**config.mk**
```make
export PLATFORM = sky130hd
export DESIGN_NAME = trivium_host_if
export DESIGN_NICKNAME = d
export VERILOG_FILES = /design/src/rtl/trivium_pkg.sv /design/src/rtl/trivium_host_if.sv
export SDC_FILE = /design/constraint.sdc
export NUM_CORES = 1
export LEC_CHECK = 0
export BUFFER_PORTS_ARGS = -buffer_cell sky130_fd_sc_hd__buf_2
export CORE_ASPECT_RATIO = 1.4
export CORE_MARGIN = 10
export CORE_UTILIZATION = 58
export DETAILED_ROUTE_END_ITERATION = 10
export PLACE_DENSITY = 0.95
export RECOVER_POWER = 50
export SYNTH_ARGS = -nofsm -noshare
export SYNTH_HDL_FRONTEND = slang
export SYNTH_SLANG_ARGS = --single-unit
```
**constraint.sdc**
```tcl
create_clock -name clk -period 4.4 [get_ports clk]
set_input_delay 0.22 -clock clk [delete_from_list [all_inputs] [get_ports clk]]
set_output_delay 0.22 -clock clk [all_outputs]
set_load 0.01 [all_outputs]
```
**src/rtl/trivium_pkg.sv**
```systemverilog
// Shared definitions for the Trivium host interface: FSM state codes,
// core key/IV widths and the default warm-up length.
package trivium_pkg;

  localparam int unsigned KEY_BITS           = 80;
  localparam int unsigned IV_BITS            = 80;
  localparam int unsigned INIT_STEPS_DEFAULT = 1152;
  localparam int unsigned BYTE_BITS          = 8;

  typedef logic [2:0] state_t;

  localparam state_t S_KEY  = 3'd0;
  localparam state_t S_IV   = 3'd1;
  localparam state_t S_LOAD = 3'd2;
  localparam state_t S_INIT = 3'd3;
  localparam state_t S_IDLE = 3'd4;
  localparam state_t S_GEN  = 3'd5;
  localparam state_t S_OUT  = 3'd6;

  // States in which the host may push a byte.
  function automatic logic accepts_input(input state_t s);
    return (s == S_KEY) || (s == S_IV) || (s == S_IDLE);
  endfunction

  // States in which the core is clocked forward.
  function automatic logic steps_core(input state_t s);
    return (s == S_INIT) || (s == S_GEN);
  endfunction

endpackage

```
**src/rtl/trivium_host_if.sv**
```systemverilog
// Byte-wide host front end for a Trivium keystream core: loads key/IV,
// runs the warm-up, then encrypts one byte at a time with backpressure.
module trivium_host_if
  import trivium_pkg::*;
#(
  parameter int unsigned INIT_STEPS = INIT_STEPS_DEFAULT,
  parameter int unsigned KEY_BYTES  = 10
) (
  input  logic                clk,
  input  logic                rst_n,
  input  logic [7:0]          in_data,
  input  logic                in_valid,
  output logic                in_ready,
  output logic [7:0]          out_data,
  output logic                out_valid,
  input  logic                out_ready,
  input  logic                rekey,
  output logic [KEY_BITS-1:0] core_key,
  output logic [IV_BITS-1:0]  core_iv,
  output logic                core_load,
  output logic                core_step,
  input  logic                core_ks
);

  localparam int unsigned ICW       = $clog2(INIT_STEPS + 1);
  localparam logic [3:0]  LAST_BYTE = 4'(KEY_BYTES - 1);
  localparam logic [ICW-1:0] LAST_INIT = ICW'(INIT_STEPS - 1);

  state_t                state_q, state_d;
  logic [3:0]            byte_cnt_q, byte_cnt_d;
  logic [ICW-1:0]        init_cnt_q, init_cnt_d;
  logic [2:0]            bit_cnt_q, bit_cnt_d;
  logic [KEY_BITS-1:0]   key_q, key_d;
  logic [IV_BITS-1:0]    iv_q, iv_d;
  logic [BYTE_BITS-1:0]  data_q, data_d;
  logic [BYTE_BITS-1:0]  out_data_q, out_data_d;
  logic                  out_valid_q, out_valid_d;
  logic                  in_ready_q, in_ready_d;
  logic                  core_load_q, core_load_d;
  logic                  core_step_q, core_step_d;

  logic                  in_xfer_c;
  logic                  out_xfer_c;
  logic [6:0]            byte_sh_c;
  logic [BYTE_BITS-1:0]  gen_byte_c;

  // Next-state and datapath logic; rekey overrides everything at the end.
  always_comb begin
    state_d     = state_q;
    byte_cnt_d  = byte_cnt_q;
    init_cnt_d  = init_cnt_q;
    bit_cnt_d   = bit_cnt_q;
    key_d       = key_q;
    iv_d        = iv_q;
    data_d      = data_q;
    out_data_d  = out_data_q;
    out_valid_d = out_valid_q;

    in_xfer_c  = in_valid & in_ready_q;
    out_xfer_c = out_valid_q & out_ready;
    // Byte n of key/IV lands MSB-first: first byte at the top.
    byte_sh_c  = 7'(KEY_BITS - 8) - {byte_cnt_q, 3'b000};
    gen_byte_c = data_q ^ (8'(core_ks) << bit_cnt_q);

    case (state_q)
      S_KEY: begin
        if (in_xfer_c) begin
          key_d = (key_q & ~(KEY_BITS'(8'hFF) << byte_sh_c)) |
                  (KEY_BITS'(in_data) << byte_sh_c);
          if (byte_cnt_q == LAST_BYTE) begin
            byte_cnt_d = 4'd0;
            state_d    = S_IV;
          end else begin
            byte_cnt_d = byte_cnt_q + 4'd1;
          end
        end
      end
      S_IV: begin
        if (in_xfer_c) begin
          iv_d = (iv_q & ~(IV_BITS'(8'hFF) << byte_sh_c)) |
                 (IV_BITS'(in_data) << byte_sh_c);
          if (byte_cnt_q == LAST_BYTE) begin
            byte_cnt_d = 4'd0;
            state_d    = S_LOAD;
          end else begin
            byte_cnt_d = byte_cnt_q + 4'd1;
          end
        end
      end
      S_LOAD: begin
        init_cnt_d = '0;
        state_d    = S_INIT;
      end
      S_INIT: begin
        if (init_cnt_q == LAST_INIT) begin
          init_cnt_d = '0;
          state_d    = S_IDLE;
        end else begin
          init_cnt_d = init_cnt_q + ICW'(1);
        end
      end
      S_IDLE: begin
        if (in_xfer_c) begin
          data_d    = in_data;
          bit_cnt_d = 3'd0;
          state_d   = S_GEN;
        end
      end
      S_GEN: begin
        data_d = gen_byte_c;
        if (bit_cnt_q == 3'd7) begin
          bit_cnt_d   = 3'd0;
          out_data_d  = gen_byte_c;
          out_valid_d = 1'b1;
          state_d     = S_OUT;
        end else begin
          bit_cnt_d = bit_cnt_q + 3'd1;
        end
      end
      S_OUT: begin
        if (out_xfer_c) begin
          out_valid_d = 1'b0;
          state_d     = S_IDLE;
        end
      end
      default: state_d = S_KEY;
    endcase

    // Key and IV registers are deliberately kept across a rekey.
    if (rekey) begin
      state_d     = S_KEY;
      byte_cnt_d  = 4'd0;
      init_cnt_d  = '0;
      bit_cnt_d   = 3'd0;
      key_d       = key_q;
      iv_d        = iv_q;
      data_d      = '0;
      out_valid_d = 1'b0;
    end

    in_ready_d  = accepts_input(state_d);
    core_load_d = (state_d == S_LOAD);
    core_step_d = steps_core(state_d);
  end

  always_ff @(posedge clk or negedge rst_n) begin
    if (!rst_n) begin
      state_q     <= S_KEY;
      byte_cnt_q  <= 4'd0;
      init_cnt_q  <= '0;
      bit_cnt_q   <= 3'd0;
      key_q       <= '0;
      iv_q        <= '0;
      data_q      <= '0;
      out_data_q  <= '0;
      out_valid_q <= 1'b0;
      in_ready_q  <= 1'b1;
      core_load_q <= 1'b0;
      core_step_q <= 1'b0;
    end else begin
      state_q     <= state_d;
      byte_cnt_q  <= byte_cnt_d;
      init_cnt_q  <= init_cnt_d;
      bit_cnt_q   <= bit_cnt_d;
      key_q       <= key_d;
      iv_q        <= iv_d;
      data_q      <= data_d;
      out_data_q  <= out_data_d;
      out_valid_q <= out_valid_d;
      in_ready_q  <= in_ready_d;
      core_load_q <= core_load_d;
      core_step_q <= core_step_d;
    end
  end

  assign in_ready  = in_ready_q;
  assign out_data  = out_data_q;
  assign out_valid = out_valid_q;
  assign core_key  = key_q;
  assign core_iv   = iv_q;
  assign core_load = core_load_q;
  assign core_step = core_step_q;

endmodule

```
# Word-level counts from Yosys, hierarchy flattened

Index checks and enable logic that the tools add are counted.

Add/subtract/negate cells: 4
Eq/ne operators: 17
Shift operators: 3
Mux-type cells: 28
Bitwise logic cells: 9
Reductions and logical operators: 17

Operators with widths:

| operator                                             | count |
|---|---|
| bitwise AND 80 bit                                   | 2 |
| bitwise OR 80 bit                                    | 2 |
| NOT 80 bit                                           | 1 |
| << shifter 8 x 7 -> 80 bit                           | 1 |
| << shifter 8 x 7 -> 80 bit (first input constant)    | 1 |
| 2-to-1 mux 3 bit                                     | 12 |
| 2-to-1 mux 11 bit                                    | 2 |
| case mux 11 bit (2 select lines)                     | 1 |
| case mux 3 bit (7 select lines)                      | 1 |
| equality test 3 bit (second input constant)          | 6 |
| 2-to-1 mux 4 bit                                     | 4 |
| 2-to-1 mux 8 bit                                     | 2 |
| case mux 8 bit (2 select lines)                      | 1 |
| equality test 3 x 2 -> 1 bit (second input constant) | 4 |
| adder 11 x 1 -> 11 bit (second input constant)       | 1 |
| equality test 11 bit (second input constant)         | 1 |
| != test 3 bit (second input constant)                | 3 |
| AND reduction 3 bit                                  | 3 |
| nonzero test 3 bit                                   | 3 |
| << shifter 1 x 3 -> 8 bit                            | 1 |
| bitwise XOR 8 bit                                    | 1 |
| subtractor 7 bit (first input constant)              | 1 |
| equality test 3 x 1 -> 1 bit (second input constant) | 2 |
| zero test 3 bit                                      | 2 |
| other kinds (12)                                     | 20 |

Bits in registers: 201
Word-level logic and storage cells: 90

# Logic depth before layout (Yosys ltp)

Depth after elaboration: 8
Gate-level depth with buffers: 8
Depth with buffers taken out: 6

# Least setup slack after synthesis

OpenSTA, ideal clock, no wires.

Path type: flip-flop to flip-flop
Start point: register byte_cnt_q[1]
End point: register key_q[48] (netlist: core_key[48])
Arrival time: 2.640 ns
Required time: 4.275 ns
Path slack: 1.635 ns
Cell stages (with the launch flop): 8
Path buffers: 1
Path through: dfrtp_1 > buf_1 > inv_1 > ha_1 > xnor2_1 > nand2_1 > nor3_2 > mux2_2

Longest elaborated chain between the ends: 5
Elaborated cells on any way between the ends: 6
Classes of those cells: add/sub (1); shift (2); bitwise (3)

RTL lines:

| item                       | line                   | source |
|---|---|---|
| from (decl)                | trivium_host_if.sv:30  | `logic [3:0] byte_cnt_q, byte_cnt_d;` |
| from (signal assigned)     | trivium_host_if.sv:162 | `byte_cnt_q <= byte_cnt_d;` |
| subtractor 7 bit (*)       | trivium_host_if.sv:62  | `byte_sh_c = 7'(KEY_BITS - 8) - {byte_cnt_q, 3'b000};` |
| << shifter 8 x 7 -> 80 bit | trivium_host_if.sv:68  | `key_d = (key_q & ~(KEY_BITS'(8'hFF) << byte_sh_c)) \|` |
| NOT 80 bit                 | trivium_host_if.sv:68  |  |
| bitwise AND 80 bit         | trivium_host_if.sv:68  |  |
| bitwise OR 80 bit (*)      | trivium_host_if.sv:68  |  |
| to (signal assigned)       | trivium_host_if.sv:165 | `key_q <= key_d;` |
| to (decl)                  | trivium_host_if.sv:33  | `logic [KEY_BITS-1:0] key_q, key_d;` |

Mark *: on every way between the ends. The rest lies on a longest branch, timed or not.
A chain may end at the register's enable or synchronous reset.

# Worst setup path after layout

Ends and elaborated chain as after synthesis.

==> reports/qor.txt <==
Routed WL -> 22.4 mm
Die height -> 163 microns
Hold WS -> 0.110 ns
Nets -> 824
Dominant cells by area after synthesis -> dfrtp_1, mux2_2, o21ai_0
Clk_skew -> 0.00797 ns
Syn nets -> 653
Post-layout util -> 68.9%
Share of cells above drive strength 1 -> 27.5%
Transition time of the tightest slew-check pin -> 2.82 ns
Area share of the largest cell type after synthesis -> 58.8%
Hold path startpoint -> out_ready
Post-DP HPWL -> 15.8 mm
Crit path time final -> 3.15 ns
Syn_area_per_cell -> 13.4 sq um
Ys async rst share -> 100%
Tot GR Track Use -> 22.0%
Dominant cell by count in the synthesized netlist -> dfrtp_1
Reg2reg setup slack -> 1.25 ns
FF+latch count, synth -> 201
CTS buffer count -> 19
Clk root buf -> clkbuf_16
Reg2reg path depth -> 6
Failing checks -> max-capacitance violations, max-slew violations
Ports -> 186
Total power -> 4.11 mW
CTS tree -> yes
DRC -> 0
Placer congestion estimate -> 0.854
Diodes inserted -> 0
Worst skew pair latency -> 0.48 ns
Area Overhead vs Synth -> 16.9%
Vias -> 5838
Cell area after synthesis -> 0.00851 sq mm
Placed cell area -> 0.00955 sq mm
# Max-Cap Violations -> 1
Die area -> 0.0200 sq mm
Initial antenna violation count -> 0
Clock Pin Slew Worst Setup and Hold Paths -> 0.07 ns
Remaining antenna violation count -> 0
Sequential cell area -> 0.00503 sq mm
Initial DRC count -> 420
CP required -> 4.76 ns
Leakage power -> 4.72 nW
Top cells by count, synth -> dfrtp_1, mux2_2, clkbuf_1
Cell count after synthesis -> 634
Number of global-route vias before repair -> 6276
Synth Flop Type -> dfrtp_1
First-pass GRT wire length -> 34.9 mm
Post-synth EDFFs -> 0
Crit Reg-Reg Endpoint -> core_key[48]
Initial Utilization -> 58.9%
Site row count -> 52
IO buf count -> 185
CP startpoint kind -> flop
Core area -> 0.0144 sq mm
WP data arrival -> 3.51 ns
Setup repair bufs after CTS -> 0
Final Cycle Share -> 71.5%
RSZ-0062 raised after global routing -> false
Peak VDD IR -> 389 uV
Crit path kind -> reg2reg
Multi-input logic area -> 0.00332 sq mm
Slew Limit Fails -> 119
Hold Path Cell Cnt -> 4
Synth area leader -> dfrtp_1
DRT Pass-1 Iters -> 5
Reg2reg start -> byte_cnt_q[1]
Clock sink count -> 201
Slew headroom -> -88.1%
Gr ovfl total -> 0
# fillers -> 1111
H-tree depth -> 1
Number of vias per cell -> 5.81
Chip Width -> 122 microns
Fmax -> 318 MHz
Pwr dens -> 413 mW/mm^2
YS warnings -> 0
Clock buffer depth -> 3
Average wire per standard cell -> 22.2 microns
Finished Cell Area -> 0.00995 sq mm
Sequential element share of the synthesized area -> 59.1%
Final setup viols -> 0
Status -> finished with violations
Largest net degree at the start of global routing -> 119
Distinct cells, synth -> 60
CP Capture Type -> flop
Fin. Hold Viols -> 0
HP Class -> in2reg
Crit path max fanout -> 14
Setup TNS -> 0 ns
WHS Endpoint -> out_valid
==> state kept, by name, summed over array words and instances, names as in the netlist, 3 cells and up <==
| name | cells |
|---|---|
| bit_cnt_q | 3 |
| init_cnt_q | 11 |
| core_key | 80 |
| state_q | 3 |
| core_iv | 80 |
| out_data | 8 |
| data_q | 8 |
| byte_cnt_q | 4 |
==> logic make-up after synthesis <==
| kind of cell | Yosys count | synth area share, % |
|---|---|---|
| XOR/XNOR | 16 | 1.65 |
| AO/OA/AOI/OAI | 71 | 5.17 |
| AND/OR/NAND/NOR | 138 | 10.1 |
| multiplexers | 161 | 21.3 |
| adder cells (fa/ha/maj) | 5 | 0.735 |
| buffers and inverters | 42 | 1.94 |
| flip-flops | 201 | 59.1 |
==> through the flow <==
stage / worst slack, ns / instances
global route: 0.990 / 1005
global placement: 1.50 / 972
finish: 1.25 / 1005
detailed placement: 1.32 / 972
floorplan: 1.64 / 634
CTS: 1.29 / 1005
==> power by group <==
group          total, mW  internal (mW)  switching (mW)  leakage, nW
sequential          2.06           1.98          0.0812         2.71
clock               1.62          0.934           0.687        0.309
combinational      0.432          0.162           0.270         1.69
==> final cells by class <==
type / count / share of cell area, %
Tap cell: 189 / 2.38
Timing Repair Buffer: 189 / 7.48
Inverter: 3 / 0.113
Clock inverter: 7 / 0.641
Clock buffer: 25 / 5.51
Multi-Input combinational cell: 391 / 33.3
Sequential cell: 201 / 50.6
==> layer usage <==
layer	GRT usage, %	up-vias	routed length [microns]
li1	-	2597	-
met2	40.2	203	12200
met5	0	-	0
met1	23.9	2982	7870
met4	9.56	0	896
met3	4.28	56	1410
==> placed cells by master, fill, tap and decap left out, types with 3 or more instances in the layout <==
master,instances
dfrtp_1,200
clkbuf_1,172
mux2_2,158
o21ai_0,28
nor2_1,27
nand2_1,24
clkbuf_16,19
a21oi_1,16
nand3_1,13
buf_2,13
and2_1,11
xor2_1,9
nor3_1,8
nor2b_1,7
xnor2_1,7
o211ai_1,5
nor3_4,5
ha_1,5
clkinv_2,5
clkbuf_8,5
nand4_1,4
and3_1,4
nand4b_1,4
nor3b_1,4
inv_1,3
nor4bb_1,3
nand2b_1,3
mux2_1,3
buf_4,3
==> critical path, stage by stage, from the launching register on <==
cell     delay (ns)
dfrtp_1        0.70
inv_1          0.16
ha_1           0.24
xnor2_1        0.30
nand2_1        0.46
nor3_2         0.73
mux2_2         0.43
==> timing repair <==
action                    in CTS  in global routing
hold endpoints to repair     115                  0
gates resized for setup        0                  0
hold buffers                   1                  0
==> worst max path at each step <==
stage                     slack [ns]  cells after the start            to          start
after floorplan                 1.64                      7  core_key[48]  byte_cnt_q[1]
after global placement          1.50                      6  core_key[51]  byte_cnt_q[1]
after detailed placement        1.32                      6  core_key[54]  byte_cnt_q[1]
after CTS                       1.29                      6  core_key[48]  byte_cnt_q[1]
after global routing            0.99                      3   core_iv[12]          rst_n
final                           1.25                      6  core_key[48]  byte_cnt_q[1]
Note: power is estimated with default switching activity, not from simulation.
